**src/rtl/i2c_seq_pkg.sv**
```systemverilog
// i2c_seq_pkg: shared types and encodings for the I2C transaction sequencer.
// State enum, handshake phase, core command / error encodings and the
// header word field positions live here so every file agrees on them.
package i2c_seq_pkg;

  typedef enum logic [3:0] {
    S_IDLE   = 4'd0,
    S_HDR    = 4'd1,
    S_START  = 4'd2,
    S_ADDR   = 4'd3,
    S_WFETCH = 4'd4,
    S_WBYTE  = 4'd5,
    S_RBYTE  = 4'd6,
    S_RPUSH  = 4'd7,
    S_STOP   = 4'd8
  } state_t;

  // Per-command handshake progress inside a command state.
  typedef enum logic [1:0] {
    PH_ISSUE = 2'd0,  // not yet offered (may be stalled)
    PH_HOLD  = 2'd1,  // offered, waiting for CORE_READY
    PH_WAIT  = 2'd2   // accepted, waiting for CORE_DONE
  } phase_t;

  localparam logic [2:0] CMD_IDLE  = 3'd0;
  localparam logic [2:0] CMD_START = 3'd1;
  localparam logic [2:0] CMD_WRITE = 3'd2;
  localparam logic [2:0] CMD_READ  = 3'd3;
  localparam logic [2:0] CMD_STOP  = 3'd4;

  localparam logic [1:0] ERR_NONE    = 2'd0;
  localparam logic [1:0] ERR_NACK    = 2'd1;
  localparam logic [1:0] ERR_TIMEOUT = 2'd2;
  localparam logic [1:0] ERR_BADLEN  = 2'd3;

  // Header word: {nostop[16], len[15:8], addr[7:1], rw[0]}
  localparam int HDR_RW_BIT     = 0;
  localparam int HDR_ADDR_LSB   = 1;
  localparam int HDR_ADDR_MSB   = 7;
  localparam int HDR_LEN_LSB    = 8;
  localparam int HDR_LEN_MSB    = 15;
  localparam int HDR_NOSTOP_BIT = 16;

  function automatic logic is_cmd_state(state_t s);
    return (s == S_START) || (s == S_ADDR) || (s == S_WBYTE) ||
           (s == S_RBYTE) || (s == S_STOP);
  endfunction

endpackage

```
**src/rtl/i2c_txn_sequencer_if.sv**
```systemverilog
// i2c_txn_sequencer_if: FIFO and byte-core signals between the sequencer
// (master modport) and its environment (slave modport).
interface i2c_txn_sequencer_if #(
  parameter int DATA_W = 32
);
  logic              TX_EMPTY;
  logic [DATA_W-1:0] TX_DATA;
  logic              TX_RD;
  logic              RX_FULL;
  logic [DATA_W-1:0] RX_DATA;
  logic              RX_WR;
  logic [2:0]        CORE_CMD;
  logic [7:0]        CORE_BYTE;
  logic              CORE_VALID;
  logic              CORE_READY;
  logic              CORE_DONE;
  logic              CORE_ACK;
  logic [7:0]        CORE_RDATA;

  modport master (
    input  TX_EMPTY, TX_DATA, RX_FULL, CORE_READY, CORE_DONE, CORE_ACK, CORE_RDATA,
    output TX_RD, RX_DATA, RX_WR, CORE_CMD, CORE_BYTE, CORE_VALID
  );

  modport slave (
    output TX_EMPTY, TX_DATA, RX_FULL, CORE_READY, CORE_DONE, CORE_ACK, CORE_RDATA,
    input  TX_RD, RX_DATA, RX_WR, CORE_CMD, CORE_BYTE, CORE_VALID
  );
endinterface

```
**src/rtl/i2c_seq_timeout.sv**
```systemverilog
// i2c_seq_timeout: wait-cycle counter. Counts while en is high, clears on
// clr (state change) and flags expiry on the cycle the count reaches limit.
// limit == 0 disables expiry.
module i2c_seq_timeout #(
  parameter int TO_W = 14
) (
  input  logic            clk,
  input  logic            rst,
  input  logic            clr,
  input  logic            en,
  input  logic [TO_W-1:0] limit,
  output logic            expired
);

  logic [TO_W-1:0] cnt_q;

  // Saturating wait counter.
  always_ff @(posedge clk) begin
    if (rst || clr)                cnt_q <= '0;
    else if (en && (cnt_q != '1)) cnt_q <= cnt_q + TO_W'(1);
  end

  // The current cycle is the limit-th waiting cycle.
  always_comb begin
    expired = en && (limit != '0) && (cnt_q == (limit - TO_W'(1)));
  end

endmodule

```
**src/rtl/i2c_txn_sequencer.sv**
```systemverilog
// i2c_txn_sequencer: pulls header/data words from a TX FIFO, drives a byte
// level I2C core (START / WRITE / READ / STOP) and pushes read bytes to an
// RX FIFO. Optional feature macro: I2C_SEQ_REPSTART_EN (header bit16 = no
// stop; the next header then opens with a repeated START).
module i2c_txn_sequencer
  import i2c_seq_pkg::*;
#(
  parameter int DATA_W = 32,
  parameter int TO_W   = 14
) (
  input  logic                  PCLK,
  input  logic                  PRESET,
  input  logic [13:0]           CFG,
  input  logic [TO_W-1:0]       TIMEOUT,
  i2c_txn_sequencer_if.master   bus,
  output logic                  BUSY,
  output logic                  ERROR,
  output logic [1:0]            ERR_CODE
);

  state_t      state_q, state_d;
  phase_t      ph_q, ph_d;
  logic [6:0]  addr_q, addr_d;
  logic        rw_q, rw_d;
  logic [7:0]  len_q, len_d;
  logic [7:0]  bcnt_q, bcnt_d;
  logic [7:0]  byte_q, byte_d;
  logic [7:0]  rdata_q, rdata_d;
  logic [1:0]  err_q, err_d;
`ifdef I2C_SEQ_REPSTART_EN
  logic        nostop_q, nostop_d;
  logic        rs_q, rs_d;      // bus still held after a no-stop transaction
`endif

  logic              tx_rd, rx_wr, core_valid;
  logic [2:0]        core_cmd, cmd_sel;
  logic [7:0]        core_byte, byte_sel;
  logic [DATA_W-1:0] rx_data;
  logic              in_cmd, stall, op_done, last, end_data;
  logic              waiting, to_clr, to_expired;

  logic unused_hdr;
  assign unused_hdr = ^{CFG[13:1], bus.TX_DATA[DATA_W-1:HDR_NOSTOP_BIT]};

  assign in_cmd  = is_cmd_state(state_q);
  assign stall   = (state_q == S_RBYTE) && bus.RX_FULL;
  assign op_done = (ph_q == PH_WAIT) && bus.CORE_DONE;
  assign last    = ((bcnt_q + 8'd1) == len_q);
  assign waiting = in_cmd || ((state_q == S_WFETCH) && bus.TX_EMPTY);
  assign to_clr  = (state_d != state_q);

  i2c_seq_timeout #(.TO_W(TO_W)) u_timeout (
    .clk     (PCLK),
    .rst     (PRESET),
    .clr     (to_clr),
    .en      (waiting),
    .limit   (TIMEOUT),
    .expired (to_expired)
  );

  // Next-state, handshake and FIFO strobes.
  always_comb begin
    state_d  = state_q;
    ph_d     = ph_q;
    addr_d   = addr_q;
    rw_d     = rw_q;
    len_d    = len_q;
    bcnt_d   = bcnt_q;
    byte_d   = byte_q;
    rdata_d  = rdata_q;
    err_d    = err_q;
`ifdef I2C_SEQ_REPSTART_EN
    nostop_d = nostop_q;
    rs_d     = rs_q;
`endif
    tx_rd      = 1'b0;
    rx_wr      = 1'b0;
    rx_data    = '0;
    core_valid = 1'b0;
    core_cmd   = CMD_IDLE;
    core_byte  = 8'h00;
    cmd_sel    = CMD_IDLE;
    byte_sel   = 8'h00;
    end_data   = 1'b0;

    case (state_q)
      S_START: cmd_sel = CMD_START;
      S_ADDR:  begin cmd_sel = CMD_WRITE; byte_sel = {addr_q, rw_q}; end
      S_WBYTE: begin cmd_sel = CMD_WRITE; byte_sel = byte_q; end
      S_RBYTE: cmd_sel = CMD_READ;
      S_STOP:  cmd_sel = CMD_STOP;
      default: ;
    endcase

    // Command offer: once offered it is held until accepted.
    if (in_cmd) begin
      case (ph_q)
        PH_ISSUE: if (!stall) begin
          core_valid = 1'b1;
          ph_d       = bus.CORE_READY ? PH_WAIT : PH_HOLD;
        end
        PH_HOLD: begin
          core_valid = 1'b1;
          if (bus.CORE_READY) ph_d = PH_WAIT;
        end
        default: ;
      endcase
    end
    if (core_valid) begin
      core_cmd  = cmd_sel;
      core_byte = byte_sel;
    end

    case (state_q)
      S_IDLE: if (CFG[0] && !bus.TX_EMPTY) state_d = S_HDR;
      S_HDR: begin
        tx_rd  = 1'b1;
        err_d  = ERR_NONE;
        addr_d = bus.TX_DATA[HDR_ADDR_MSB:HDR_ADDR_LSB];
        rw_d   = bus.TX_DATA[HDR_RW_BIT];
        len_d  = bus.TX_DATA[HDR_LEN_MSB:HDR_LEN_LSB];
        bcnt_d = 8'd0;
        if (bus.TX_DATA[HDR_LEN_MSB:HDR_LEN_LSB] == 8'd0) begin
          err_d   = ERR_BADLEN;
          state_d = S_IDLE;
        end else begin
          state_d = S_START;
`ifdef I2C_SEQ_REPSTART_EN
          nostop_d = bus.TX_DATA[HDR_NOSTOP_BIT];
          rs_d     = 1'b0;
`endif
        end
      end
      S_START: if (op_done) state_d = S_ADDR;
      S_ADDR: if (op_done) begin
        if (!bus.CORE_ACK) begin
          err_d   = ERR_NACK;
          state_d = S_STOP;
        end else begin
          state_d = rw_q ? S_RBYTE : S_WFETCH;
        end
      end
      S_WFETCH: if (!bus.TX_EMPTY) begin
        tx_rd   = 1'b1;
        byte_d  = bus.TX_DATA[7:0];
        state_d = S_WBYTE;
      end
      S_WBYTE: if (op_done) begin
        if (!bus.CORE_ACK) begin
          err_d   = ERR_NACK;
          state_d = S_STOP;
        end else begin
          bcnt_d = bcnt_q + 8'd1;
          if (last) end_data = 1'b1;
          else      state_d  = S_WFETCH;
        end
      end
      S_RBYTE: if (op_done) begin
        rdata_d = bus.CORE_RDATA;
        state_d = S_RPUSH;
      end
      S_RPUSH: begin
        rx_wr   = 1'b1;
        rx_data = {{(DATA_W-8){1'b0}}, rdata_q};
        bcnt_d  = bcnt_q + 8'd1;
        if (last) end_data = 1'b1;
        else      state_d  = S_RBYTE;
      end
      S_STOP:  if (op_done) state_d = S_IDLE;
      default: state_d = S_IDLE;
    endcase

    // All data moved: close with STOP unless the header asked to keep the bus.
    if (end_data) begin
`ifdef I2C_SEQ_REPSTART_EN
      if (nostop_q) begin
        state_d = S_IDLE;
        rs_d    = 1'b1;
      end else begin
        state_d = S_STOP;
      end
`else
      state_d = S_STOP;
`endif
    end

    // Stuck core or FIFO: abandon the transaction without a STOP.
    if (to_expired) begin
      state_d = S_IDLE;
      err_d   = ERR_TIMEOUT;
`ifdef I2C_SEQ_REPSTART_EN
      rs_d    = 1'b0;
`endif
    end

    if (state_d != state_q) ph_d = PH_ISSUE;
  end

  // State and datapath registers.
  always_ff @(posedge PCLK) begin
    if (PRESET) begin
      state_q  <= S_IDLE;
      ph_q     <= PH_ISSUE;
      addr_q   <= '0;
      rw_q     <= 1'b0;
      len_q    <= '0;
      bcnt_q   <= '0;
      byte_q   <= '0;
      rdata_q  <= '0;
      err_q    <= ERR_NONE;
`ifdef I2C_SEQ_REPSTART_EN
      nostop_q <= 1'b0;
      rs_q     <= 1'b0;
`endif
    end else begin
      state_q  <= state_d;
      ph_q     <= ph_d;
      addr_q   <= addr_d;
      rw_q     <= rw_d;
      len_q    <= len_d;
      bcnt_q   <= bcnt_d;
      byte_q   <= byte_d;
      rdata_q  <= rdata_d;
      err_q    <= err_d;
`ifdef I2C_SEQ_REPSTART_EN
      nostop_q <= nostop_d;
      rs_q     <= rs_d;
`endif
    end
  end

  assign bus.TX_RD      = tx_rd;
  assign bus.RX_WR      = rx_wr;
  assign bus.RX_DATA    = rx_data;
  assign bus.CORE_VALID = core_valid;
  assign bus.CORE_CMD   = core_cmd;
  assign bus.CORE_BYTE  = core_byte;
  assign ERR_CODE       = err_q;
  assign ERROR          = (err_q != ERR_NONE);
`ifdef I2C_SEQ_REPSTART_EN
  assign BUSY           = (state_q != S_IDLE) || rs_q;
`else
  assign BUSY           = (state_q != S_IDLE);
`endif

endmodule

```
**src/flat_wrapper.sv**
```systemverilog
// flat-port wrapper written by rule: the top's interface ports become plain ports
module i2c_txn_sequencer_flat import i2c_seq_pkg::*;
#(
  parameter int DATA_W = 32,
  parameter int TO_W   = 14
)
  (PCLK, PRESET, CFG, TIMEOUT, BUSY, ERROR, ERR_CODE, bus_TX_EMPTY, bus_TX_DATA, bus_RX_FULL, bus_CORE_READY, bus_CORE_DONE, bus_CORE_ACK, bus_CORE_RDATA, bus_TX_RD, bus_RX_DATA, bus_RX_WR, bus_CORE_CMD, bus_CORE_BYTE, bus_CORE_VALID);
  i2c_txn_sequencer_if #(.DATA_W(DATA_W)) bus_i ();
  input  logic PCLK;
  input  logic PRESET;
  input  logic [13:0] CFG;
  input  logic [TO_W-1:0] TIMEOUT;
  output logic BUSY;
  output logic ERROR;
  output logic [1:0] ERR_CODE;
  input wire logic [$bits(bus_i.TX_EMPTY)-1:0] bus_TX_EMPTY;
  input wire logic [$bits(bus_i.TX_DATA)-1:0] bus_TX_DATA;
  input wire logic [$bits(bus_i.RX_FULL)-1:0] bus_RX_FULL;
  input wire logic [$bits(bus_i.CORE_READY)-1:0] bus_CORE_READY;
  input wire logic [$bits(bus_i.CORE_DONE)-1:0] bus_CORE_DONE;
  input wire logic [$bits(bus_i.CORE_ACK)-1:0] bus_CORE_ACK;
  input wire logic [$bits(bus_i.CORE_RDATA)-1:0] bus_CORE_RDATA;
  output wire logic [$bits(bus_i.TX_RD)-1:0] bus_TX_RD;
  output wire logic [$bits(bus_i.RX_DATA)-1:0] bus_RX_DATA;
  output wire logic [$bits(bus_i.RX_WR)-1:0] bus_RX_WR;
  output wire logic [$bits(bus_i.CORE_CMD)-1:0] bus_CORE_CMD;
  output wire logic [$bits(bus_i.CORE_BYTE)-1:0] bus_CORE_BYTE;
  output wire logic [$bits(bus_i.CORE_VALID)-1:0] bus_CORE_VALID;
  assign bus_i.TX_EMPTY = bus_TX_EMPTY;
  assign bus_i.TX_DATA = bus_TX_DATA;
  assign bus_i.RX_FULL = bus_RX_FULL;
  assign bus_i.CORE_READY = bus_CORE_READY;
  assign bus_i.CORE_DONE = bus_CORE_DONE;
  assign bus_i.CORE_ACK = bus_CORE_ACK;
  assign bus_i.CORE_RDATA = bus_CORE_RDATA;
  assign bus_TX_RD = bus_i.TX_RD;
  assign bus_RX_DATA = bus_i.RX_DATA;
  assign bus_RX_WR = bus_i.RX_WR;
  assign bus_CORE_CMD = bus_i.CORE_CMD;
  assign bus_CORE_BYTE = bus_i.CORE_BYTE;
  assign bus_CORE_VALID = bus_i.CORE_VALID;
  i2c_txn_sequencer #(.DATA_W(DATA_W), .TO_W(TO_W)) u_core (.PCLK(PCLK), .PRESET(PRESET), .CFG(CFG), .TIMEOUT(TIMEOUT), .bus(bus_i), .BUSY(BUSY), .ERROR(ERROR), .ERR_CODE(ERR_CODE));
endmodule
```
**config.mk**
```make
export PLATFORM = sky130hd
export DESIGN_NAME = i2c_txn_sequencer_flat
export DESIGN_NICKNAME = d
export VERILOG_FILES = /design/src/rtl/i2c_seq_pkg.sv /design/src/rtl/i2c_txn_sequencer_if.sv /design/src/rtl/i2c_seq_timeout.sv /design/src/rtl/i2c_txn_sequencer.sv /design/src/flat_wrapper.sv
export SDC_FILE = /design/constraint.sdc
export NUM_CORES = 1
export LEC_CHECK = 0
export ABC_AREA = 1
export CORE_UTILIZATION = 35
export DETAILED_ROUTE_END_ITERATION = 7
export HOLD_SLACK_MARGIN = 0.03
export MAX_ROUTING_LAYER = met4
export PLACE_DENSITY = 0.6
export SYNTH_ARGS = -nofsm -noshare
export SYNTH_HDL_FRONTEND = slang
export SYNTH_SLANG_ARGS = --single-unit
```
**constraint.sdc**
```tcl
create_clock -name PCLK -period 4.41 [get_ports PCLK]
set_input_delay 0.882 -clock PCLK [delete_from_list [all_inputs] [get_ports PCLK]]
set_output_delay 0.882 -clock PCLK [all_outputs]
set_load 0.01 [all_outputs]
```
After elaboration in Yosys (flattened, before gate mapping) --
Cells that the tools add are included.
Storage, ports and cells: register bits 62, bits of input ports 75, output and inout port bits 50, logic and storage cells 113
Operators by class: $add $sub $neg 3, equal/unequal tests 22, muxes and demuxes 43, bitwise operators 1, reduce and logical (&&, ||, !) cells 33
Operators by type and width (number):
- $mux 4 | 13
- $pmux 4 s9 | 1
- $mux 8 | 4
- $pmux 8 s3 | 1
- $mux 2 | 9
- $eq 4x3->1 const B | 4
- $pmux 8 s2 | 1
- $add 14x1->14 const B | 1
- $eq 14x14->1 | 1
- $ne 14x14->1 const B | 1
- $reduce_bool 14->1 | 1
- $sub 14x1->14 const B | 1
- $pmux 3 s4 | 1
- $reduce_and 3->1 | 3
- $add 8x1->8 const B | 1
- $eq 4x2->1 const B | 2
- $eq 8x8->1 | 1
- $logic_not 8->1 | 1
- $ne 2x2->1 const B | 4
- $pmux 2 s2 | 2
- $logic_and 1x1->1 | 7
- $mux 1 | 7
- $logic_or 1x1->1 | 6
- $pmux 1 s2 | 3
- 19 further kinds | 26

Logic depth before layout (Yosys ltp) --
Gate-level depths: netlist (run 1).
depth after elaboration 11, gate-level depth with buffers 20, gate-level depth less buffers 19

Hierarchy --
From an unflattened synthesis (run 1), not the netlist that was laid out.
Second synthesis, totals: cell total of the unflattened synthesis 676, area total of the unflattened synthesis 4180.3 sq um
Modules (own cells, without submodules):
- i2c_txn_sequencer | times used 1, cells each 427, area each 2783.9 sq um, sequential area each 960.9 sq um
- i2c_seq_timeout | times used 1, cells each 249, area each 1396.3 sq um, sequential area each 280.3 sq um

Least setup slack after synthesis (run 1) --
OpenSTA, ideal clock, no wires.
path type input-to-reg, start input TIMEOUT[0], end register u_core.ph_q[0], library setup time 0.124 ns, arrival 2.561 ns, data required time 4.286 ns, slack 1.725 ns, cell stages on the path 16, path buffers 1, cell sequence inv_1 -> ha_1 -> nand2_1 -> nor2_1 -> nand2_1 -> nand3_1 -> nand4_1 -> nor2_4 -> nand3_4 -> nand3_1 -> nand2_1 -> nand2_1 -> nor2_4 -> nand3_4 -> buf_12 -> nor2_4
On the way: cells in the longest elaborated chain, start to end 6, elaborated cells on any way between the ends 8, those cells by class 1 x add/sub; 2 x eq/ne; 1 x mux; 4 x reduce/logical
Ends and longest elaborated chain:
- start, declared | RTL line flat_wrapper.sv:12 | input logic [TO_W-1:0] TIMEOUT;
- $sub 14x1->14 / $reduce_bool 14->1 (equally long branches) | RTL line i2c_seq_timeout.sv:25 | expired = en && (limit != '0) && (cnt_q == (limit - TO_W'(1)));
- $eq 14x14->1 / $logic_and 1x1->1 (equally long branches) | RTL line i2c_seq_timeout.sv:25
- $logic_and 1x1->1 (*) | RTL line i2c_seq_timeout.sv:25
- $mux 4 (*) | RTL line i2c_txn_sequencer.sv:188 | if (to_expired) begin
- $ne 4x4->1 (*) | RTL line i2c_txn_sequencer.sv:196 | if (state_d != state_q) ph_d = PH_ISSUE;
- $reduce_or 2->1 (no line) (*)
- end signal, assigned | RTL line i2c_txn_sequencer.sv:217 | ph_q <= ph_d;
- end, declared | RTL line i2c_txn_sequencer.sv:22 | phase_t ph_q, ph_d;
Every way passes the cells marked *; elsewhere a longest branch is shown, timed or not. A chain may end at the register's enable or synchronous reset.

Worst setup path in the final report (run 1) --
start register u_core.state_q[0], end output bus_CORE_CMD[0]
On the way: cells in the longest elaborated chain, start to end 7, elaborated cells on any way between the ends 16, those cells by class 5 x eq/ne; 5 x mux; 6 x reduce/logical
Ends and longest elaborated chain:
- start, declared | RTL line i2c_txn_sequencer.sv:21 | state_t state_q, state_d;
- start signal, assigned | RTL line i2c_txn_sequencer.sv:216 | state_q <= state_d;
- parallel branches: the longest is 6 deep, another holds $eq 4x3->1
- $mux 3 (*) | RTL line i2c_txn_sequencer.sv:109 | if (core_valid) begin
- end, declared | RTL line flat_wrapper.sv:26 | output wire logic [$bits(bus_i.CORE_CMD)-1:0] bus_CORE_CMD;
Every way passes the cells marked *.

==> results.yml, run 1 <==
status:
  run_status: "complete, no violations"
floorplan:
  ioPinCount: 125
  die_area_sq_um: 13000
  die_height_um: 114
  initial_utilization: 0.362
  floorplan.core_area_sq_um: 12100
  fp.dieW_um: 114
  placementRows: 40
cts:
  cts.clk_slew.worst_paths_ps: 50
  cts_tree: "yes"
  cts-root-buf: "sky130_fd_sc_hd__clkbuf_16"
  ctsLongestPathBuffers: 2
  cts_hold_buf: 0
  insertion_delay_ps: 320
  cts_inserted_buffers: 9
  cts_sinks: 62
  post_cts.repair.setup_buffers: 0
  htree_levels: 3
  cts_resized: 0
synthesis:
  synth_compound_gate_area_share: 0.105
  post_synth_main_area_contributors: "sky130_fd_sc_hd__dfxtp_1 28%, sky130_fd_sc_hd__nand2_1 13%, sky130_fd_sc_hd__nor2_1 7.6%, sky130_fd_sc_hd__inv_1 7.3%, sky130_fd_sc_hd__nand3_1 7.1%"
  yosysSeqAreaShare: 0.283
  postSynthCellCount: 681
  syn_avg_cell_area_sq_um: 6.44
  synthesis.area_sq_um: 4380
  synth_cell_types: 43
  main_combinational_cell_family_by_area_after_synthesis: "simple AND/OR/NAND/NOR gates"
  synth_simple_gate_area_frac: 0.404
  synthesis.yosys.warnings: 0
  synth-xor-area-share: 0.0548
  library_cell_occupying_the_most_area_in_the_post_synthesis_netlist: "sky130_fd_sc_hd__dfxtp_1"
  synth_fa_ha_area_frac: 0.00856
  share_of_cell_area_taken_by_muxes_after_synthesis: 0.00228
  synth-seq-cells: 62
  synth_top_area_share: 0.283
layout:
  multi_input_gate_area_sq_um: 2610
  seq_area_sq_um: 1240
  antenna_cells_inserted: 0
  nNetsFinal: 829
  syn2layout_area_growth_pct: 23.3
  finalCoreUtilization: 0.446
  fillerInstances: 1279
  drive_above_1_share: 0.0930
critical_path:
  path_common_cell: "sky130_fd_sc_hd__nand2_1"
  cp_slowest_cell: "sky130_fd_sc_hd__clkdlybuf4s50_1"
  max_stage_delay_ps: 630
  cp-start-kind: "flop"
  crit_type: "flop to primary output"
  timing.reg2reg.setup_slack_ps: 1710
  timing.critical_path.required_ps: 3530
  regToRegStartpoint: "u_core.bcnt_q[0]$_SDFFE_PP0P_"
  worstSetupPathDepth: 8
  ff2ff_path_depth: 15
  critical_path_buf_inv_count: 2
  critPathCaptureType: "primary output"
  reg2reg_to: "u_core.u_timeout.cnt_q[11]$_SDFFE_PP0P_"
  cp_data_arrival_time_ps: 2960
  critPathMaxFanout: 12
  worstPathCellList: "nand2_1 -> nor2_1 -> buf_4 -> nor2_2 -> nand2_1 -> nand3_1 -> nor4_1 -> clkdlybuf4s50_1"
  critical_path.top_delay_family: "simple AND/OR/NAND/NOR gates"
global_route:
  antenna_violations_before_repair: 0
  grt_use_total: 0.183
  gr-total-overflow: 0
  via_count_of_the_first_global_routing_pass: 4129
  first_pass_grt_wire_length_um: 18700
  grt_max_degree: 27
drt:
  route.vias.total: 4355
  drt-pass1-iter-count: 5
  drc: 0
  drt-wirelength-per-cell_um: 11.9
  wl_um: 10900
  number_of_antenna_violating_nets_in_the_routed_design: 0
  post_drt_via_cell_ratio: 4.73
  drt_first_iter_violations: 291
timing:
  fin_setup_tns_ps: 0
  max-slew-margin-rel: 0.481
  post-route-period-util: 0.872
  clock-skew-final_ps: 9.24
  finalHoldViolCount: 0
  final-max-slew-violation-count: 0
  period_needed_ps: 3840
  worst_pin_slew_ps: 776
  timing.final.setup_violations: 0
  rsz0062_at_grt: "false"
  max_clock_freq_ghz: 0.260
run:
  cap_viol_max_count: 0
hold_path:
  min_delay_path_depth: 2
  min-delay-path-class: "flop to flop"
  timing.hold.worst.start: "u_core.rdata_q[1]$_SDFFE_PP0P_"
  holdPathEnd: "u_core.rdata_q[1]$_SDFFE_PP0P_"
placement:
  place.detailed.hpwl_um: 8320
  buffer_ports.inserted: 71
  place.gp.congestion: 0.917
power:
  p_leak_nw: 2.23
  power_per_unit_of_standard_cell_area_nw_per_um2: 257
  power.ir.vdd_worst_v: 0.000185
[power by group]
group	switching, mW	internal (mW)	total [mW]
sequential	0.0110	0.574	0.585
clock	0.235	0.367	0.601
combinational	0.116	0.0847	0.201
[per-layer routing]
metal	GRT usage	vias to the layer above	wire length [um]
li1	-	2249	-
met1	0.234	1922	5130
met2	0.287	164	4840
met3	0.0260	20	730
met4	0.0823	0	233
met5	-	-	0
[cell usage in the layout (no fill, tap or decap), types with 5 or more instances in the layout]
cell and count:
sky130_fd_sc_hd__nor2_4 15, sky130_fd_sc_hd__nand2_1 155, sky130_fd_sc_hd__clkdlybuf4s50_1 71, sky130_fd_sc_hd__clkbuf_16 9, sky130_fd_sc_hd__nor3_1 5, sky130_fd_sc_hd__inv_2 7, sky130_fd_sc_hd__inv_1 85, sky130_fd_sc_hd__nand2_2 5
sky130_fd_sc_hd__conb_1 24, sky130_fd_sc_hd__a21oi_1 44, sky130_fd_sc_hd__nand3_1 62, sky130_fd_sc_hd__nand4_1 6, sky130_fd_sc_hd__nor2_2 13, sky130_fd_sc_hd__xnor2_1 5, sky130_fd_sc_hd__buf_4 5, sky130_fd_sc_hd__o21ai_0 28
sky130_fd_sc_hd__xor2_1 18, sky130_fd_sc_hd__nor2_1 89, sky130_fd_sc_hd__dfxtp_1 62, sky130_fd_sc_hd__nand3b_1 5
[Yosys cell counts, drive strengths merged]
master,number
o21ai,30
inv,92
nor2,117
mux2i,1
a21oi,45
buf,29
a211oi,3
xor2,19
nand3,68
nor4,3
a32oi,2
nand4,6
clkbuf,11
nor3b,1
nor3,7
ha,3
conb,1
dfxtp,62
xnor3,1
clkinv,1
nand3b,5
nand2,162
o211ai,2
o311ai,1
a31oi,3
or2,1
xnor2,5
[tightest hold or removal path, cell delays in order, from the launching register on]
cell and delay (ps):
sky130_fd_sc_hd__dfxtp_1 290, sky130_fd_sc_hd__inv_1 60, sky130_fd_sc_hd__a21oi_1 50
[area by class of cell]
type                    instances  share of cell area
multi-input cells             509               0.483
flip-flops and latches         62               0.230
repair buffers                 76               0.138
inverters                      93              0.0646
clock buffers                  10              0.0424
well taps                     168              0.0389
clock inverters                 3             0.00278
[state kept, by name, indices dropped and copies added, names as in the netlist, 2 cells and up]
| signal | cells |
|---|---|
| u_core.state_q | 4 |
| u_core.len_q | 8 |
| u_core.byte_q | 8 |
| u_core.ph_q | 2 |
| u_core.rdata_q | 8 |
| u_core.bcnt_q | 8 |
| u_core.ERR_CODE | 2 |
| u_core.u_timeout.cnt_q | 14 |
| u_core.addr_q | 7 |
[metrics by stage]
stage	cell area, sq um	total power [mW]	hold slack, ps	setup WS (ps)	instances
6_report	5400	1.39	453	565	921
2_1_floorplan	4470	0.734	430	1730	704
4_1_cts	5400	1.40	456	597	921
3_5_place_dp	5160	0.796	448	655	908
3_3_place_gp	5160	0.793	445	656	908
5_1_grt	5400	1.45	480	399	921
[worst max path at each step]
stage	slack (ps)	endpoint	start
after floorplan	1730	u_core.ph_q[0]$_SDFFE_PP0P_	TIMEOUT[0]
after global placement	660	bus_CORE_CMD[0]	bus_RX_FULL
after detailed placement	660	bus_CORE_CMD[0]	bus_RX_FULL
after CTS	600	bus_CORE_CMD[0]	u_core.state_q[0]$_SDFF_PP0_
after global routing	400	bus_CORE_CMD[0]	u_core.state_q[0]$_SDFF_PP0_
final	570	bus_CORE_CMD[0]	u_core.state_q[0]$_SDFF_PP0_
[cells by family after synthesis]
logic type                 Yosys count
other                                1
muxes                                1
and+or+nand+nor                    370
adders and majority gates            3
buffers and inverters              133
DFF                                 62
AOI/OAI and AO/OA                   86
xor gates and xnor gates            25
Note: power is estimated with default switching activity, not from simulation.
==> run 2: changes to the inputs <==
Settings changed: SYNTH_HIERARCHICAL set to 1.
==> results.yml, run 2 <==
status:
  run_status: "complete, but fails checks"
  failed_checks: "DRC"
critical_path:
  worstPathCellList: "clkdlybuf4s50_1 -> inv_1 -> ha_1 -> nand2_1 -> nor2_1 -> nand2_1 -> nand2_1 -> nand2_1 -> o21ai_0 -> nor2_1 -> nand2_1 -> nor2_1 -> a21oi_1 -> o31a_1 -> nand2_2 -> nand3_1 -> nand2_1 -> nor2_1 -> nand2_1 -> nor2_1 -> buf_4 -> inv_1 -> a21oi_1"
  timing.reg2reg.setup_slack_ps: 700
  ff2ff_path_depth: 26
  cp-start-kind: "input pin"
  crit_type: "input pin to flop"
  critPathMaxFanout: 8
  timing.critical_path.required_ps: 4660
  cp_slowest_cell: "sky130_fd_sc_hd__clkdlybuf4s50_1"
  path_common_cell: "sky130_fd_sc_hd__nand2_1"
  cp_data_arrival_time_ps: 4010
  critPathCaptureType: "flop"
  reg2reg_to: "u_core/u_timeout/cnt_q[9]$_SDFFE_PP0P_"
  max_stage_delay_ps: 440
  regToRegStartpoint: "u_core/state_q[1]$_SDFF_PP0_"
synthesis:
  synth_async_sr_flop_share: 0
  postSynthCellCount: 676
  synth-seq-cells: 62
  post_synth_main_area_contributors: "sky130_fd_sc_hd__dfxtp_1 30%, sky130_fd_sc_hd__nand2_1 14%, sky130_fd_sc_hd__nor2_1 9.7%, sky130_fd_sc_hd__inv_1 7.3%, sky130_fd_sc_hd__o21ai_0 5.9%"
  library_cell_occupying_the_most_area_in_the_post_synthesis_netlist: "sky130_fd_sc_hd__dfxtp_1"
  synth_top_area_share: 0.297
  synthesis.yosys.warnings: 6
  synth_edf_count: 0
  post-synth-top-count-cell: "sky130_fd_sc_hd__nand2_1"
  synth_cell_types: 38
  yosysSeqAreaShare: 0.297
  synth.cells.most_frequent: "160 x sky130_fd_sc_hd__nand2_1, 108 x sky130_fd_sc_hd__nor2_1, 81 x sky130_fd_sc_hd__inv_1"
  syn_avg_cell_area_sq_um: 6.18
  ys.flop_type: "sky130_fd_sc_hd__dfxtp_1"
  synthesis.area_sq_um: 4180
timing:
  fin_setup_tns_ps: 0
  max_clock_freq_ghz: 0.266
  holdWs_ps: 450
  period_needed_ps: 3760
  timing.final.setup_violations: 0
  finalHoldViolCount: 0
  setup_ws_ps: 652
  final-max-slew-violation-count: 0
  rsz0062_at_grt: "false"
  worst_pin_slew_ps: 892
  max-slew-margin-rel: 0.404
  post-route-period-util: 0.852
  clock-skew-final_ps: 4.98
drt:
  number_of_antenna_violating_nets_in_the_routed_design: 0
  post_drt_via_cell_ratio: 4.72
  route.vias.total: 4220
  drc: 10
  drt_first_iter_violations: 276
  drt-wirelength-per-cell_um: 11.9
  drt-pass1-iter-count: 7
  wl_um: 10600
layout:
  syn2layout_area_growth_pct: 25.7
  nNetsFinal: 826
  top_register_by_number_of_flip_flops: "u_core/u_timeout/cnt_q"
  drive_above_1_share: 0.0811
  max_ffs_per_register: 14
  final-instance-count-excl-fill: 895
  final_common_cell: "sky130_fd_sc_hd__nand2_1"
  antenna_cells_inserted: 0
  fillerInstances: 1184
  layout.cells.most_common_list: "160 x sky130_fd_sc_hd__nand2_1, 108 x sky130_fd_sc_hd__nor2_1, 81 x sky130_fd_sc_hd__inv_1"
placement:
  dpl_worst_slack_ps: 308
  place.detailed.hpwl_um: 7980
  placedCellCount: 879
  place.gp.congestion: 0.898
  buffer_ports.inserted: 71
cts:
  cts.clk_slew.worst_paths_ps: 50
  cts_resized: 0
  insertion_delay_ps: 320
  cts_sinks: 62
  htree_levels: 3
  cts_inserted_buffers: 9
  cts_tree: "yes"
  cts-root-buf: "sky130_fd_sc_hd__clkbuf_16"
  post_cts.repair.setup_buffers: 0
  ctsLongestPathBuffers: 2
  cts_hold_buf: 0
global_route:
  via_count_of_the_first_global_routing_pass: 4182
  first_pass_grt_wire_length_um: 18200
  antenna_violations_before_repair: 0
  grt_max_degree: 36
  grt_use_total: 0.184
  gr-total-overflow: 0
power:
  p_leak_nw: 2.12
  total_power_mw: 1.50
  power.ir.vdd_worst_v: 0.000193
  power_per_unit_of_standard_cell_area_nw_per_um2: 286
floorplan:
  floorplan.core_area_sq_um: 11500
  die_height_um: 111
  die_area_sq_um: 12400
  initial_utilization: 0.363
  ioPinCount: 125
  placementRows: 39
  fp.dieW_um: 111
hold_path:
  min-delay-path-class: "flop to flop"
  timing.hold.worst.start: "u_core/rdata_q[4]$_SDFFE_PP0P_"
  holdPathEnd: "u_core/rdata_q[4]$_SDFFE_PP0P_"
  min_delay_path_depth: 2
run:
  cap_viol_max_count: 0
==> run 2: cell types whose count changed after synthesis, moves of 4 or more <==
cell,before,now
sky130_fd_sc_hd__nand3_1,62,45
sky130_fd_sc_hd__inv_1,85,81
sky130_fd_sc_hd__nand2_1,155,160
sky130_fd_sc_hd__nor2_1,89,108
sky130_fd_sc_hd__o21ai_0,28,49
sky130_fd_sc_hd__nor2_2,13,9
sky130_fd_sc_hd__xor2_1,18,9
sky130_fd_sc_hd__inv_2,7,3
sky130_fd_sc_hd__nand2_2,5,13
sky130_fd_sc_hd__nor2_4,15,3
==> run 2: layout make-up <==
| class | instances | area [sq um] | share of cell area |
|---|---|---|---|
| multi-input cells | 514 | 2450 | 0.467 |
| flip-flops and latches | 62 | 1240 | 0.236 |
| clock buffers | 14 | 284 | 0.0540 |
| repair buffers | 75 | 741 | 0.141 |
| well taps | 143 | 179 | 0.0340 |
| clock inverters | 2 | 37.5 | 0.00714 |
| inverters | 85 | 319 | 0.0607 |
==> run 2: layer usage <==
layer  global-route usage  vias to the layer above  routed length (um)
li1                     -                     2231                   -
met1                0.217                     1849                4970
met2                0.303                      123                4830
met3               0.0334                       17                 567
met4               0.0847                        0                 246
met5                    -                        -                   0
==> run 2: logic make-up after synthesis <==
family	synth area share
AOI/OAI and AO/OA	0.136
xor gates and xnor gates	0.0314
adders and majority gates	0.0120
buffers and inverters	0.136
DFF	0.297
other	0.000897
and+or+nand+nor	0.386
==> run 2: how the worst max path moves through the flow <==
stage                                 start                                      end  slack, ps  cells past startpoint
6_report                         TIMEOUT[0]   u_core/u_timeout/cnt_q[9]$_SDFFE_PP0P_        650                     23
5_1_grt        u_core/state_q[1]$_SDFF_PP0_  u_core/u_timeout/cnt_q[13]$_SDFFE_PP0P_        200                     26
4_1_cts        u_core/state_q[1]$_SDFF_PP0_                         bus_CORE_BYTE[7]        630                      9
3_5_place_dp                     TIMEOUT[0]   u_core/u_timeout/cnt_q[5]$_SDFFE_PP0P_        310                     23
3_3_place_gp                     TIMEOUT[0]  u_core/u_timeout/cnt_q[11]$_SDFFE_PP0P_        310                     23
2_1_floorplan                    TIMEOUT[0]  u_core/u_timeout/cnt_q[11]$_SDFFE_PP0P_       1190                     21
==> run 2: through the flow <==
step	util	cell area, sq um
5_1_grt	0.456	5260
3_3_place_gp	0.429	4930
6_report	0.456	5260
2_1_floorplan	-	4270
3_5_place_dp	0.429	4930
4_1_cts	0.456	5260
==> run 2: critical path: cells and delay by family <==
| family | cells | cell delay (ps) |
|---|---|---|
| simple gates | 14 | 1190 |
| compound gates | 4 | 790 |
| buf+inv | 4 | 910 |
| fa+ha+maj | 1 | 240 |
==> run 2: power by group <==
| part | internal (mW) | total [mW] | switching (mW) | leakage [nW] |
|---|---|---|---|---|
| Sequential | 0.573 | 0.581 | 0.00810 | 0.501 |
| Combinational | 0.0804 | 0.185 | 0.104 | 1.47 |
| Clock | 0.499 | 0.735 | 0.237 | 0.155 |
